File: src/rtl/fpu_fp16_to_int.sv
// Iterative FP16 -> integer converter: one shift step per cycle, then RNE rounding and saturation.
// Valid/ready on both sides; a single conversion is in flight at a time.
package fpu_fp16_to_int_pkg;
   typedef struct packed {
      logic       sign;
      logic [4:0] exp;
      logic [9:0] frac;
   } fp16_t;

   typedef struct packed {
      logic of;
      logic uf;
      logic nx;
   } opStatusFlag_t;
endpackage

module fpu_fp16_to_int
   import fpu_fp16_to_int_pkg::*;
#(
   parameter int INTW   = 16,
   parameter bit SIGNED = 1'b1
) (
   input  logic            clock,
   input  logic            reset,
   input  logic            inValid,
   output logic            inReady,
   input  fp16_t           fpIn,
   output logic            outValid,
   input  logic            outReady,
   output logic [INTW-1:0] intOut,
   output opStatusFlag_t   opStatusFlags
);

   // The accumulator must hold the full 11-bit significand even for narrow results.
   localparam int AW = (INTW > 11) ? INTW : 11;
   localparam int MW = AW + 1;

   localparam logic [INTW-1:0] SAT_MAX = SIGNED ? {1'b0, {(INTW-1){1'b1}}} : {INTW{1'b1}};
   localparam logic [INTW-1:0] SAT_MIN = SIGNED ? {1'b1, {(INTW-1){1'b0}}} : {INTW{1'b0}};
   localparam logic [MW-1:0]   LIM_POS = {{(MW-INTW+1){1'b0}}, {(INTW-1){1'b1}}};
   localparam logic [MW-1:0]   LIM_NEG = {{(MW-INTW){1'b0}}, 1'b1, {(INTW-1){1'b0}}};

   typedef enum logic [1:0] {
      ST_IDLE  = 2'd0,
      ST_SHIFT = 2'd1,
      ST_ROUND = 2'd2,
      ST_DONE  = 2'd3
   } state_t;

   state_t              state_q, state_d;
   logic [AW-1:0]       acc_q, acc_d;
   logic signed [5:0]   cnt_q, cnt_d;
   logic                guard_q, guard_d;
   logic                sticky_q, sticky_d;
   logic                ovf_q, ovf_d;
   logic                sign_q, sign_d;
   logic [INTW-1:0]     result_q, result_d;
   opStatusFlag_t       flags_q, flags_d;
   logic                out_valid_q, out_valid_d;

   logic [4:0]          e_eff_s;
   logic signed [5:0]   cnt_init_s;
   logic                inc_s;
   logic [MW-1:0]       mag_s;
   logic                big_s;
   logic                nx_s;

   assign e_eff_s    = (fpIn.exp == 5'd0) ? 5'd1 : fpIn.exp;
   assign cnt_init_s = $signed({1'b0, e_eff_s}) - 6'sd25;

   assign inc_s = guard_q & (sticky_q | acc_q[0]);
   assign mag_s = {1'b0, acc_q} + {{AW{1'b0}}, inc_s};
   assign big_s = ovf_q | (|mag_s[MW-1:INTW]);
   assign nx_s  = guard_q | sticky_q;

   assign inReady       = (state_q == ST_IDLE) && !reset;
   assign outValid      = out_valid_q;
   assign intOut        = result_q;
   assign opStatusFlags = flags_q;

   // Next-state, datapath step and result formation.
   always_comb begin
      state_d     = state_q;
      acc_d       = acc_q;
      cnt_d       = cnt_q;
      guard_d     = guard_q;
      sticky_d    = sticky_q;
      ovf_d       = ovf_q;
      sign_d      = sign_q;
      result_d    = result_q;
      flags_d     = flags_q;
      out_valid_d = 1'b0;

      case (state_q)
         ST_IDLE: begin
            if (inValid) begin
               sign_d   = fpIn.sign;
               guard_d  = 1'b0;
               sticky_d = 1'b0;
               ovf_d    = 1'b0;
               if (fpIn.exp == 5'h1F) begin
                  result_d   = (fpIn.sign && (fpIn.frac == 10'd0)) ? SAT_MIN : SAT_MAX;
                  flags_d    = '0;
                  flags_d.of = 1'b1;
                  state_d    = ST_DONE;
               end else if ((fpIn.exp == 5'd0) && (fpIn.frac == 10'd0)) begin
                  result_d = '0;
                  flags_d  = '0;
                  state_d  = ST_DONE;
               end else begin
                  acc_d       = '0;
                  acc_d[10:0] = {(fpIn.exp != 5'd0), fpIn.frac};
                  cnt_d       = cnt_init_s;
                  state_d     = (cnt_init_s == 6'sd0) ? ST_ROUND : ST_SHIFT;
               end
            end else begin
               state_d = ST_IDLE;
            end
         end

         ST_SHIFT: begin
            if (cnt_q > 6'sd0) begin
               ovf_d = ovf_q | acc_q[AW-1];
               acc_d = {acc_q[AW-2:0], 1'b0};
               cnt_d = cnt_q - 6'sd1;
            end else begin
               sticky_d = sticky_q | guard_q;
               guard_d  = acc_q[0];
               acc_d    = {1'b0, acc_q[AW-1:1]};
               cnt_d    = cnt_q + 6'sd1;
            end
            if (cnt_d == 6'sd0) begin
               state_d = ST_ROUND;
            end else begin
               state_d = ST_SHIFT;
            end
         end

         ST_ROUND: begin
            state_d    = ST_DONE;
            flags_d    = '0;
            flags_d.nx = nx_s;
            if (SIGNED) begin
               if (!sign_q && (big_s || (mag_s > LIM_POS))) begin
                  result_d = SAT_MAX;
                  flags_d  = '0;
                  flags_d.of = 1'b1;
               end else if (sign_q && (big_s || (mag_s > LIM_NEG))) begin
                  result_d = SAT_MIN;
                  flags_d  = '0;
                  flags_d.of = 1'b1;
               end else begin
                  result_d = sign_q ? -mag_s[INTW-1:0] : mag_s[INTW-1:0];
               end
            end else begin
               // A negative input clamps to zero even when its magnitude also overflows.
               if (sign_q && (mag_s != '0)) begin
                  result_d = SAT_MIN;
                  flags_d  = '0;
                  flags_d.of = 1'b1;
               end else if (big_s) begin
                  result_d = SAT_MAX;
                  flags_d  = '0;
                  flags_d.of = 1'b1;
               end else begin
                  result_d = sign_q ? {INTW{1'b0}} : mag_s[INTW-1:0];
               end
            end
         end

         ST_DONE: begin
            out_valid_d = 1'b1;
            if (out_valid_q && outReady) begin
               out_valid_d = 1'b0;
               state_d     = ST_IDLE;
            end else begin
               state_d = ST_DONE;
            end
         end

         default: begin
            state_d = ST_IDLE;
         end
      endcase
   end

   // State and datapath registers with synchronous reset.
   always_ff @(posedge clock) begin
      if (reset) begin
         state_q     <= ST_IDLE;
         acc_q       <= '0;
         cnt_q       <= 6'sd0;
         guard_q     <= 1'b0;
         sticky_q    <= 1'b0;
         ovf_q       <= 1'b0;
         sign_q      <= 1'b0;
         result_q    <= '0;
         flags_q     <= '0;
         out_valid_q <= 1'b0;
      end else begin
         state_q     <= state_d;
         acc_q       <= acc_d;
         cnt_q       <= cnt_d;
         guard_q     <= guard_d;
         sticky_q    <= sticky_d;
         ovf_q       <= ovf_d;
         sign_q      <= sign_d;
         result_q    <= result_d;
         flags_q     <= flags_d;
         out_valid_q <= out_valid_d;
      end
   end

endmodule

File: config.mk
export PLATFORM = sky130hd
export DESIGN_NAME = fpu_fp16_to_int
export DESIGN_NICKNAME = d
export VERILOG_FILES = /design/src/rtl/fpu_fp16_to_int.sv
export SDC_FILE = /design/constraint.sdc
export NUM_CORES = 1
export LEC_CHECK = 0
export CAP_MARGIN = 10
export CORE_AREA = 2 2 90 92
export DETAILED_ROUTE_END_ITERATION = 16
export DIE_AREA = 0 0 92 94
export PLACE_DENSITY = 0.79
export SKIP_CTS_REPAIR_TIMING = 1
export SLEW_MARGIN = 10
export SYNTH_ARGS = -nofsm -noshare
export SYNTH_HDL_FRONTEND = slang
export SYNTH_SLANG_ARGS = --single-unit
export TNS_END_PERCENT = 50
File: constraint.sdc
create_clock -name clock -period 3.53 [get_ports clock]
set_clock_uncertainty 0.05 [all_clocks]
set_input_delay 0.5295 -clock clock [delete_from_list [all_inputs] [get_ports clock]]
set_output_delay 0.5295 -clock clock [all_outputs]
set_load 0.02 [all_outputs]
==> results.md, run 1 <==
* **share of cell area taken by muxes after synthesis** 3.76%
* **critical path capture point type** flop
* **met1 track demand over resource in global routing** 29.2%
* **TritonCTS buffer count** 5
* **final-layout fill cell count** 712
* **classification of the worst setup path** flop to flop
* **most area-hungry cell type in the Yosys netlist** sky130_fd_sc_hd__dfxtp_1
* **layout cell share with drive strength beyond 1** 8.95%
* **post-synthesis compound-gate area fraction** 25.8%
* **max-slew violation count** 0
* **Die Y-Extent** 94 um
* **Non-Filler Cell Area, Final** 0.00428 mm^2
* **dominant cells by area after synthesis** sky130_fd_sc_hd__dfxtp_1 25%, sky130_fd_sc_hd__xnor2_1 6.1%, sky130_fd_sc_hd__nand2_1 5.8%
* **per-cell via count in the routed design** 6.02
* **met3 layer usage reported by global route** 2.89%
* **maximum clock frequency** 0.308 GHz
* **post-synthesis sequential area ratio** 25.3%
* **GP Congestion** 0.962
* **overall via count from detail_route** 3,707
* **EDFF count, synth** 0
* **count of input and output buffers** 39
* **flop and latch count out of synthesis** 47
* **clock tree from TritonCTS** yes
* **end of the worst register-to-register path** intOut[8]$_SDFFE_PP0P_
* **DP Area** 0.00420 mm^2
* **# setup viols final** 0
* **final critical-path share of the clock period** 92.0%
* **gate count of the mapped netlist** 488
* **main combinational cell family by area after synthesis** simple AND/OR/NAND/NOR gates
* **top cell type's share of synthesized area** 25.3%
* **hpwl dp** 7010 um
* **CTS Buffer Depth** 2
* **maximum fanout along the worst path** 8
* **Multi-input gate area** 0.00254 mm^2
* **Die Span X** 92 um
* **startpoint kind of the worst setup timing path** flop
* **Clock Sink Count** 47
* **Clock Pin Slew Worst Setup and Hold Paths** 0.09 ns
* **Tightest Pin Transition** 0.977 ns
* **yosys synthesis warning count** 0
* **most heavily used metal layer in global routing** met2
* **initial cell density of the core** 49.0%
* **Detailed Route Iter0 Violations** 369
* **mean area per synthesized cell** 7.63 um^2
* **GR Overflow Total** 0
* **adder and majority cell fraction of the synthesized area** 4.23%
* **boundary pin count** 41
* **register area** 941 um^2
* **outcome** finished, final reports clean
* **worst hold margin** 0.422 ns
* **GRT Overall Usage** 21.7%
* **synthesis-to-finish area growth** 14.9%
* **area fraction in and, or, nand and nor cells after synthesis** 26.1%
* **# nets final** 545
* **endpoint arrival time on the critical path** 3.43 ns
* **Syn Std Cell Area** 0.00372 mm^2
* **crit path time final** 3.25 ns
* **pin count of the biggest net entering global routing** 37
* **Site Rows** 32
* **xor/xnor cell area share of the yosys netlist** 8.23%
* **maxcap violations** 0
* **share of async-settable or async-resettable flops after synthesis** 0%
* **wirelength, routed** 9280 um
* **number of global-route vias before repair** 3,350
* **remaining routing DRC violations** 0
* **wire length per cell** 15.1 um
* **final-report hold violation count** 0
* **worst min-delay path class** flop to flop
* **CTS root buf** sky130_fd_sc_hd__clkbuf_8
* **Ant. Diodes** 0
* **power density over cell area** 362 mW/mm^2
* **Worst Setup EP** intOut[8]$_SDFFE_PP0P_
* **Synth Net Count** 520
* **Core Region** 0.00761 mm^2
* **wire length of the first global-routing pass** 15,700 um
* **startpoint of the worst-slack reg-to-reg timing path** acc_q[0]$_SDFFE_PP0P_
* **clock insertion delay at the later pin of the skew report** 0.30 ns
* **cell leakage power** 1.53 nW
* **antenna violations before repair** 0
* **total power after layout** 1.55 mW
* **die area** 0.00865 mm^2
* **Detailed Routing Iterations Pass 1** 5
* **peak supply drop** 0.000275 V
* **top flip-flop cell by instance count after synthesis** sky130_fd_sc_hd__dfxtp_1
* **final sum of negative setup slack** 0 ns
* **unrepaired setup endpoints after global routing** false
* **Required @ worst endpoint** 3.71 ns
* **count of H-tree levels built during CTS** 2
* **CP startpoint** acc_q[0]$_SDFFE_PP0P_
* **worst reg-to-reg path cell count** 12
* **Register-to-Register Setup Slack** 0.28 ns
* **met2 capacity usage during global routing** 37.3%
* **count of nets left with antenna violations after detail routing** 0
* **headroom to the max-slew limit** 34.5%
* **post-synth cell types** 70
-- cell usage in the layout (no fill, tap or decap), types with 5 or more instances in the layout --
cell type and n:
sky130_fd_sc_hd__o221a_1 9, sky130_fd_sc_hd__a31oi_1 11, sky130_fd_sc_hd__clkbuf_8 5, sky130_fd_sc_hd__o211ai_1 15, sky130_fd_sc_hd__xor2_1 9, sky130_fd_sc_hd__nand2_1 58, sky130_fd_sc_hd__clkdlybuf4s50_1 39, sky130_fd_sc_hd__inv_1 12
sky130_fd_sc_hd__buf_4 19, sky130_fd_sc_hd__and3_1 6, sky130_fd_sc_hd__xnor2_1 26, sky130_fd_sc_hd__a21oi_1 37, sky130_fd_sc_hd__dfxtp_1 47, sky130_fd_sc_hd__nor3_1 14, sky130_fd_sc_hd__nand4_1 9, sky130_fd_sc_hd__ha_1 11
sky130_fd_sc_hd__a21o_1 6, sky130_fd_sc_hd__nor4_1 9, sky130_fd_sc_hd__mux2i_1 14, sky130_fd_sc_hd__nand3_1 12, sky130_fd_sc_hd__nor2_1 48, sky130_fd_sc_hd__o21ai_0 13, sky130_fd_sc_hd__a211oi_1 10
-- report_power, final --
group	switching (mW)	internal [mW]	total, mW
clock	0.180	0.136	0.316
sequential	0.0841	0.568	0.652
combinational	0.329	0.254	0.583
-- critical path: stages, from the launching register on --
cell and delay (ns):
sky130_fd_sc_hd__dfxtp_1 0.39, sky130_fd_sc_hd__o21a_1 0.23, sky130_fd_sc_hd__ha_1 0.19, sky130_fd_sc_hd__ha_1 0.33
sky130_fd_sc_hd__inv_1 0.07, sky130_fd_sc_hd__ha_1 0.21, sky130_fd_sc_hd__and3_1 0.17, sky130_fd_sc_hd__a31oi_1 0.26
sky130_fd_sc_hd__a31o_2 0.27, sky130_fd_sc_hd__or4b_2 0.60, sky130_fd_sc_hd__nand4_1 0.08, sky130_fd_sc_hd__o21ai_0 0.12
sky130_fd_sc_hd__a31oi_1 0.19
-- how the worst min path moves through the flow --
stage,start,end,cells after the start
5_1_grt,outValid$_SDFF_PP0_,outValid$_SDFF_PP0_,1
2_1_floorplan,sticky_q$_SDFFE_PP0P_,sticky_q$_SDFFE_PP0P_,2
4_1_cts,outValid$_SDFF_PP0_,outValid$_SDFF_PP0_,1
6_report,outValid$_SDFF_PP0_,outValid$_SDFF_PP0_,1
3_3_place_gp,outValid$_SDFF_PP0_,outValid$_SDFF_PP0_,1
3_5_place_dp,outValid$_SDFF_PP0_,outValid$_SDFF_PP0_,1
-- cells in the mapped netlist (all sizes together), types with 3 or more instances --
master   n
a211oi  10
dfxtp   47
nand3b   3
nor2    49
nand2   58
inv     12
ha      11
nor3b    4
o221a   11
o21ai   13
xor2     9
a21oi   39
a21o     6
xnor2   26
nor4    10
and3     6
clkbuf  24
nand3   13
a31oi   11
nand4   11
nor3    15
nand2b   4
or4      4
mux2i   14
or3      4
o21a     3
o211ai  15
buf     16
-- state kept, by name, indices dropped and copies added (netlist names) --
register       count
acc_q             16
cnt_q              6
guard_q            1
intOut            16
opStatusFlags      2
outValid           1
ovf_q              1
sign_q             1
state_q            2
sticky_q           1
-- routing by layer --
metal  routed length [um]  vias up  share of wire, %
li1                     -     1838                 -
met1                 4320     1679                47
met2                 4250      175                46
met3                  591       15               6.4
met4                  114        0               1.2
met5                    0        -                 0
-- logic make-up (layout without fill, tap and decap cells) --
family                     after synthesis  after routing
DFF                                     47             47
muxes                                   14             14
buffers and inverters                   53             79
and+or+nand+nor                        191            191
AOI/OAI and AO/OA                      135            135
other                                    1              1
xor gates and xnor gates                35             35
adders and majority gates               12             12
-- through the flow --
| step | instances | setup slack [ns] | util [%] |
|---|---|---|---|
| 2_1_floorplan | 488 | 0.502 | - |
| 3_3_place_gp | 608 | 0.124 | 55.1 |
| 3_5_place_dp | 608 | 0.0262 | 55.1 |
| 4_1_cts | 616 | 0.316 | 56.3 |
| 5_1_grt | 616 | 0.0821 | 56.3 |
| 6_report | 616 | 0.282 | 56.3 |
-- cell type report --
| cell class | instances | area share [%] |
|---|---|---|
| well taps | 102 | 2.98 |
| inverters | 13 | 1.14 |
| repair buffers | 58 | 12.5 |
| clock buffers | 5 | 1.61 |
| flip-flops and latches | 47 | 22.0 |
| multi-input cells | 388 | 59.5 |
| clock inverters | 3 | 0.351 |
(Power assumes the default switching activity.)
==> run 2: changes to the inputs <==
CORE_AREA = 5 5 93 95   (was 2 2 90 92)
DIE_AREA = 0 0 98 100   (was 0 0 92 94)
==> results.md, run 2 (same netlist as run 1, synthesis figures left out) <==
* **outcome** finished, final reports clean
* **initial cell density of the core** 48.7%
* **count of input and output buffers** 39
* **switching power as a share of total power** 37.8%
* **Required @ worst endpoint** 3.72 ns
* **peak supply drop** 0.000264 V
* **die area** 0.00980 mm^2
* **cell leakage power** 1.52 nW
* **overall via count from detail_route** 3,657
* **maxcap violations** 0
* **count of nets left with antenna violations after detail routing** 0
* **Core Region** 0.00765 mm^2
* **Gate power share** 37.1%
* **layout cell share with drive strength beyond 1** 8.75%
* **most frequent cells in the layout** 58 x sky130_fd_sc_hd__nand2_1, 48 x sky130_fd_sc_hd__nor2_1, 47 x sky130_fd_sc_hd__dfxtp_1, 39 x sky130_fd_sc_hd__clkdlybuf4s50_1, 37 x sky130_fd_sc_hd__a21oi_1
* **wire length of the first global-routing pass** 16,000 um
* **P_sw** 582 uW
* **# setup viols final** 0
* **headroom to the max-slew limit** 34.7%
* **Clock Sink Count** 47
* **wire length per cell** 15.3 um
* **Site Rows** 32
* **pin count of the biggest net entering global routing** 37
* **maximum clock frequency** 0.309 GHz
* **worst hold path depth** 1
* **clock network power share** 20.2%
* **classification of the worst setup path** flop to flop
* **startpoint of the worst-slack reg-to-reg timing path** acc_q[0]$_SDFFE_PP0P_
* **final-report hold violation count** 0
* **power density over cell area** 360 mW/mm^2
* **Detailed Route Iter0 Violations** 312
* **endpoint arrival time on the critical path** 3.42 ns
* **Clock Pin Slew Worst Setup and Hold Paths** 0.08 ns
* **Internal Pwr Total** 960 uW
* **clock tree from TritonCTS** yes
* **end of the worst register-to-register path** intOut[8]$_SDFFE_PP0P_
* **clock insertion delay at the later pin of the skew report** 0.30 ns
* **final critical-path share of the clock period** 91.8%
* **critical path capture point type** flop
* **crit path time final** 3.24 ns
* **worst min-delay path class** flop to flop
* **boundary pin count** 41
* **synthesis-to-finish area growth** 15.0%
* **CTS root buf** sky130_fd_sc_hd__clkbuf_8
* **TritonCTS buffer count** 5
* **remaining routing DRC violations** 0
* **Detailed Routing Iterations Pass 1** 5
* **hpwl dp** 7270 um
* **Worst Hold Launch** outValid$_SDFF_PP0_
* **unrepaired setup endpoints after global routing** false
* **part of the power in registers** 42.6%
* **per-cell via count in the routed design** 5.94
* **CP startpoint** acc_q[0]$_SDFFE_PP0P_
* **Die Span X** 98 um
* **startpoint kind of the worst setup timing path** flop
* **GR Overflow Total** 0
* **max-slew violation count** 0
* **worst reg-to-reg path cell count** 12
* **antenna violations before repair** 0
* **Tightest Pin Transition** 0.975 ns
* **most common library cell in the layout ignoring fill and taps** sky130_fd_sc_hd__nand2_1
* **Worst Hold Endpoint** outValid$_SDFF_PP0_
* **GRT Overall Usage** 19.3%
* **final sum of negative setup slack** 0 ns
* **# nets final** 545
* **wirelength, routed** 9450 um
* **Ant. Diodes** 0
* **GP Congestion** 0.936
* **Register-to-Register Setup Slack** 0.29 ns
* **maximum fanout along the worst path** 8
* **Die Y-Extent** 100 um
* **worst hold margin** 0.419 ns
* **count of H-tree levels built during CTS** 2
* **number of global-route vias before repair** 3,339
* **CTS Buffer Depth** 2
[run 2: cell count changes in the layout (fill, tap and decap cells not counted)]
cell	change
sky130_fd_sc_hd__nor3_2	+1
sky130_fd_sc_hd__a2111oi_0	-1
sky130_fd_sc_hd__clkinv_2	-2
sky130_fd_sc_hd__clkbuf_1	+2
sky130_fd_sc_hd__a2111oi_1	+1
sky130_fd_sc_hd__nor3_1	-1
[run 2: worst max-delay path by stage]
stage / endpoint / cells after the start / slack (ns)
finish: intOut[8]$_SDFFE_PP0P_ / 12 / 0.29
floorplan: intOut[11]$_SDFFE_PP0P_ / 12 / 0.50
CTS: intOut[7]$_SDFFE_PP0P_ / 12 / 0.26
global placement: intOut[0]$_SDFFE_PP0P_ / 7 / 0.19
global route: intOut[3]$_SDFFE_PP0P_ / 12 / 0.06
detailed placement: intOut[10]$_SDFFE_PP0P_ / 8 / 0.17
[run 2: metal layers]
layer	GRT usage (%)	up-vias	part of all wire, %	routed length (um)
met1	26.5	1676	45	4280
met5	0	-	0	0
li1	-	1837	-	-
met4	4.37	0	1.3	119
met2	31.9	130	47	4440
met3	3.13	14	6.5	612
[run 2: layout make-up]
cell class	instances	area, um^2
Multi-Input combinational cell	388	2550
Inverter	13	48.8
Clock buffer	7	76.3
Tap cell	102	128
Clock inverter	1	5.00
Sequential cell	47	941
Timing Repair Buffer	58	533
Fill cell	721	3360
[run 2: critical path, cell delays in order (launching register included)]
cell and delay, ns:
sky130_fd_sc_hd__dfxtp_1 0.38, sky130_fd_sc_hd__o21a_1 0.23, sky130_fd_sc_hd__ha_1 0.19, sky130_fd_sc_hd__ha_1 0.33, sky130_fd_sc_hd__inv_1 0.07, sky130_fd_sc_hd__ha_1 0.21
sky130_fd_sc_hd__and3_1 0.17, sky130_fd_sc_hd__a31oi_1 0.26, sky130_fd_sc_hd__a31o_2 0.26, sky130_fd_sc_hd__or4b_2 0.61, sky130_fd_sc_hd__nand4_1 0.09, sky130_fd_sc_hd__o21ai_0 0.13
sky130_fd_sc_hd__a31oi_1 0.18
[run 2: stage by stage]
stage	util, %	total power [mW]	instances	setup WS (ns)	instance area, um^2
floorplan	-	1.09	488	0.502	3720
detailed placement	54.9	1.24	608	0.172	4200
global route	56.0	1.65	616	0.0644	4280
finish	56.0	1.54	616	0.290	4280
global placement	54.9	1.22	608	0.191	4200
CTS	55.9	1.55	616	0.261	4280
[run 2: power by group through the flow]
stage / Combinational [mW] / Clock [mW] / Sequential [mW]
floorplan: 0.475 / 0 / 0.613
global placement: 0.553 / 0 / 0.664
detailed placement: 0.569 / 0 / 0.668
CTS: 0.570 / 0.320 / 0.655
global route: 0.637 / 0.343 / 0.667
finish: 0.572 / 0.312 / 0.658
==> run 3: changes to the inputs <==
CORE_AREA = 2 2 90 92   (was 5 5 93 95)
DIE_AREA = 0 0 92 94   (was 0 0 98 100)
clock period = 4 ns   (was 3.53 ns; I/O delays follow)
==> results.md, run 3 (same netlist as run 1, synthesis figures left out) <==
* **boundary pin count** 41
* **P_sw** 523 uW
* **maxcap violations** 0
* **GRT Overall Usage** 22.5%
* **Ant. Diodes** 0
* **cell leakage power** 1.48 nW
* **Site Rows** 32
* **clock tree from TritonCTS** yes
* **part of the power in registers** 41.5%
* **most common library cell in the layout ignoring fill and taps** sky130_fd_sc_hd__nand2_1
* **final critical-path share of the clock period** 91.5%
* **cell occurring most often along the worst timing path** sky130_fd_sc_hd__ha_1
* **maximum fanout along the worst path** 11
* **Gate power share** 35.7%
* **Detailed Routing Iterations Pass 1** 5
* **outcome** finished, final reports clean
* **CTS root buf** sky130_fd_sc_hd__clkbuf_8
* **Worst Hold Launch** outValid$_SDFF_PP0_
* **GR Overflow Total** 0
* **Tightest Pin Transition** 1.08 ns
* **startpoint kind of the worst setup timing path** flop
* **peak supply drop** 0.000239 V
* **switching power as a share of total power** 37.3%
* **layout cell share with drive strength beyond 1** 6.94%
* **Clock Pin Slew Worst Setup and Hold Paths** 0.09 ns
* **category of cells accounting for the largest share of critical-path delay** compound AO/OA/AOI/OAI gates
* **startpoint of the worst-slack reg-to-reg timing path** acc_q[0]$_SDFFE_PP0P_
* **Required @ worst endpoint** 4.15 ns
* **Register-to-Register Setup Slack** 0.34 ns
* **count of H-tree levels built during CTS** 2
* **pre-CTS setup slack** 0.275 ns
* **overall via count from detail_route** 3,757
* **power density over cell area** 332 mW/mm^2
* **per-cell via count in the routed design** 6.20
* **initial cell density of the core** 49.0%
* **critical path cell sequence** o21a_1, ha_1, ha_1, inv_1, ha_1, and3_1, a31oi_1, a31o_2, nor2_1, a211oi_1, nor2_1, o221a_2
* **worst reg-to-reg path cell count** 12
* **antenna violations before repair** 0
* **worst hold path depth** 1
* **GP Congestion** 0.955
* **wire length per cell** 15.7 um
* **crit-path max cell delay** 0.87 ns
* **wirelength, routed** 9540 um
* **final-layout fill cell count** 701
* **max-slew violation count** 0
* **critical path capture point type** flop
* **worst path bufs/invs** 1
* **headroom to the max-slew limit** 27.3%
* **Clock Sink Count** 47
* **TritonCTS buffer count** 5
* **classification of the worst setup path** flop to flop
* **maximum clock frequency** 0.273 GHz
* **Internal Pwr Total** 878 uW
* **count of nets left with antenna violations after detail routing** 0
* **final sum of negative setup slack** 0 ns
* **Core Region** 0.00761 mm^2
* **final-report hold violation count** 0
* **Detailed Route Iter0 Violations** 435
* **unrepaired setup endpoints after global routing** false
* **worst min-delay path class** flop to flop
* **count of input and output buffers** 39
* **hpwl dp** 7140 um
* **number of global-route vias before repair** 3,403
* **worst setup slack after layout** 0.342 ns
* **DP Area** 0.00412 mm^2
* **synthesis-to-finish area growth** 13.3%
* **clock network power share** 22.8%
* **cell with the biggest individual delay on the critical path** sky130_fd_sc_hd__a211oi_1
* **# nets final** 535
* **# setup viols final** 0
* **CTS Buffer Depth** 2
* **wire length of the first global-routing pass** 16,100 um
* **end of the worst register-to-register path** intOut[1]$_SDFFE_PP0P_
* **die area** 0.00865 mm^2
* **clock insertion delay at the later pin of the skew report** 0.31 ns
* **Non-Filler Cell Area, Final** 0.00422 mm^2
* **endpoint arrival time on the critical path** 3.80 ns
* **Die Span X** 92 um
* **Die Y-Extent** 94 um
* **most frequent cells in the layout** 58 x sky130_fd_sc_hd__nand2_1, 48 x sky130_fd_sc_hd__nor2_1, 47 x sky130_fd_sc_hd__dfxtp_1, 39 x sky130_fd_sc_hd__clkdlybuf4s50_1, 37 x sky130_fd_sc_hd__a21oi_1
* **crit path time final** 3.66 ns
* **Worst Hold Endpoint** outValid$_SDFF_PP0_
* **remaining routing DRC violations** 0
* **pin count of the biggest net entering global routing** 30
==> run 3: cell count changes in the layout (fill, tap and decap cells not counted), sizes merged <==
| cell | change |
|---|---|
| buf | -10 |
| clkbuf | +1 |
| clkinv | -1 |
==> run 3: worst register-to-register path: cells and delay by family, from the launching register on <==
| family | cells | cell delay [ns] |
|---|---|---|
| compound gates | 5 | 1.86 |
| fa+ha+maj | 3 | 0.75 |
| simple gates | 3 | 0.40 |
| flops | 1 | 0.38 |
| buf+inv | 1 | 0.09 |
==> run 3: worst max-delay path by stage <==
stage	startpoint	endpoint	slack (ns)	depth (start not counted)
2_1_floorplan	acc_q[0]$_SDFFE_PP0P_	intOut[11]$_SDFFE_PP0P_	0.97	12
3_3_place_gp	fpIn[4]	intOut[0]$_SDFFE_PP0P_	0.39	7
3_5_place_dp	fpIn[4]	intOut[0]$_SDFFE_PP0P_	0.28	7
4_1_cts	acc_q[0]$_SDFFE_PP0P_	intOut[1]$_SDFFE_PP0P_	0.39	12
5_1_grt	acc_q[0]$_SDFFE_PP0P_	intOut[1]$_SDFFE_PP0P_	0.009	12
6_report	acc_q[0]$_SDFFE_PP0P_	intOut[1]$_SDFFE_PP0P_	0.34	12
==> run 3: metrics by stage <==
stage / util, % / cells / total power [mW] / hold slack [ns]
2_1_floorplan: - / 488 / 0.960 / 0.410
3_3_place_gp: 54.2 / 598 / 1.07 / 0.405
3_5_place_dp: 54.2 / 598 / 1.08 / 0.410
4_1_cts: 55.5 / 606 / 1.40 / 0.427
5_1_grt: 55.5 / 606 / 1.48 / 0.437
6_report: 55.5 / 606 / 1.40 / 0.427
==> run 3: power groups by stage <==
stage	logic, mW	registers [mW]	clock network (mW)
global placement	0.480	0.586	0
floorplan	0.419	0.541	0
global route	0.552	0.589	0.343
detailed placement	0.495	0.590	0
CTS	0.497	0.579	0.323
finish	0.501	0.581	0.320
==> run 3: metal layers <==
| layer | track usage, % | up-vias | part of all wire (%) | wire length [um] |
|---|---|---|---|---|
| met4 | 6.22 | 0 | 2.2 | 206 |
| li1 | - | 1828 | - | - |
| met1 | 30.1 | 1742 | 44 | 4200 |
| met2 | 38.1 | 161 | 47 | 4520 |
| met3 | 2.89 | 26 | 6.4 | 612 |
| met5 | 0 | - | 0 | 0 |
==> run 3: layout make-up <==
class                      count  area [um^2]  area share (%)
inverter                      13         48.8            1.16
sequential                    47          941            22.3
multi-input combinational    388         2540            60.3
clock buffer                   8          100            2.37
timing repair buffer          48          458            10.9
tap                          102          128            3.02
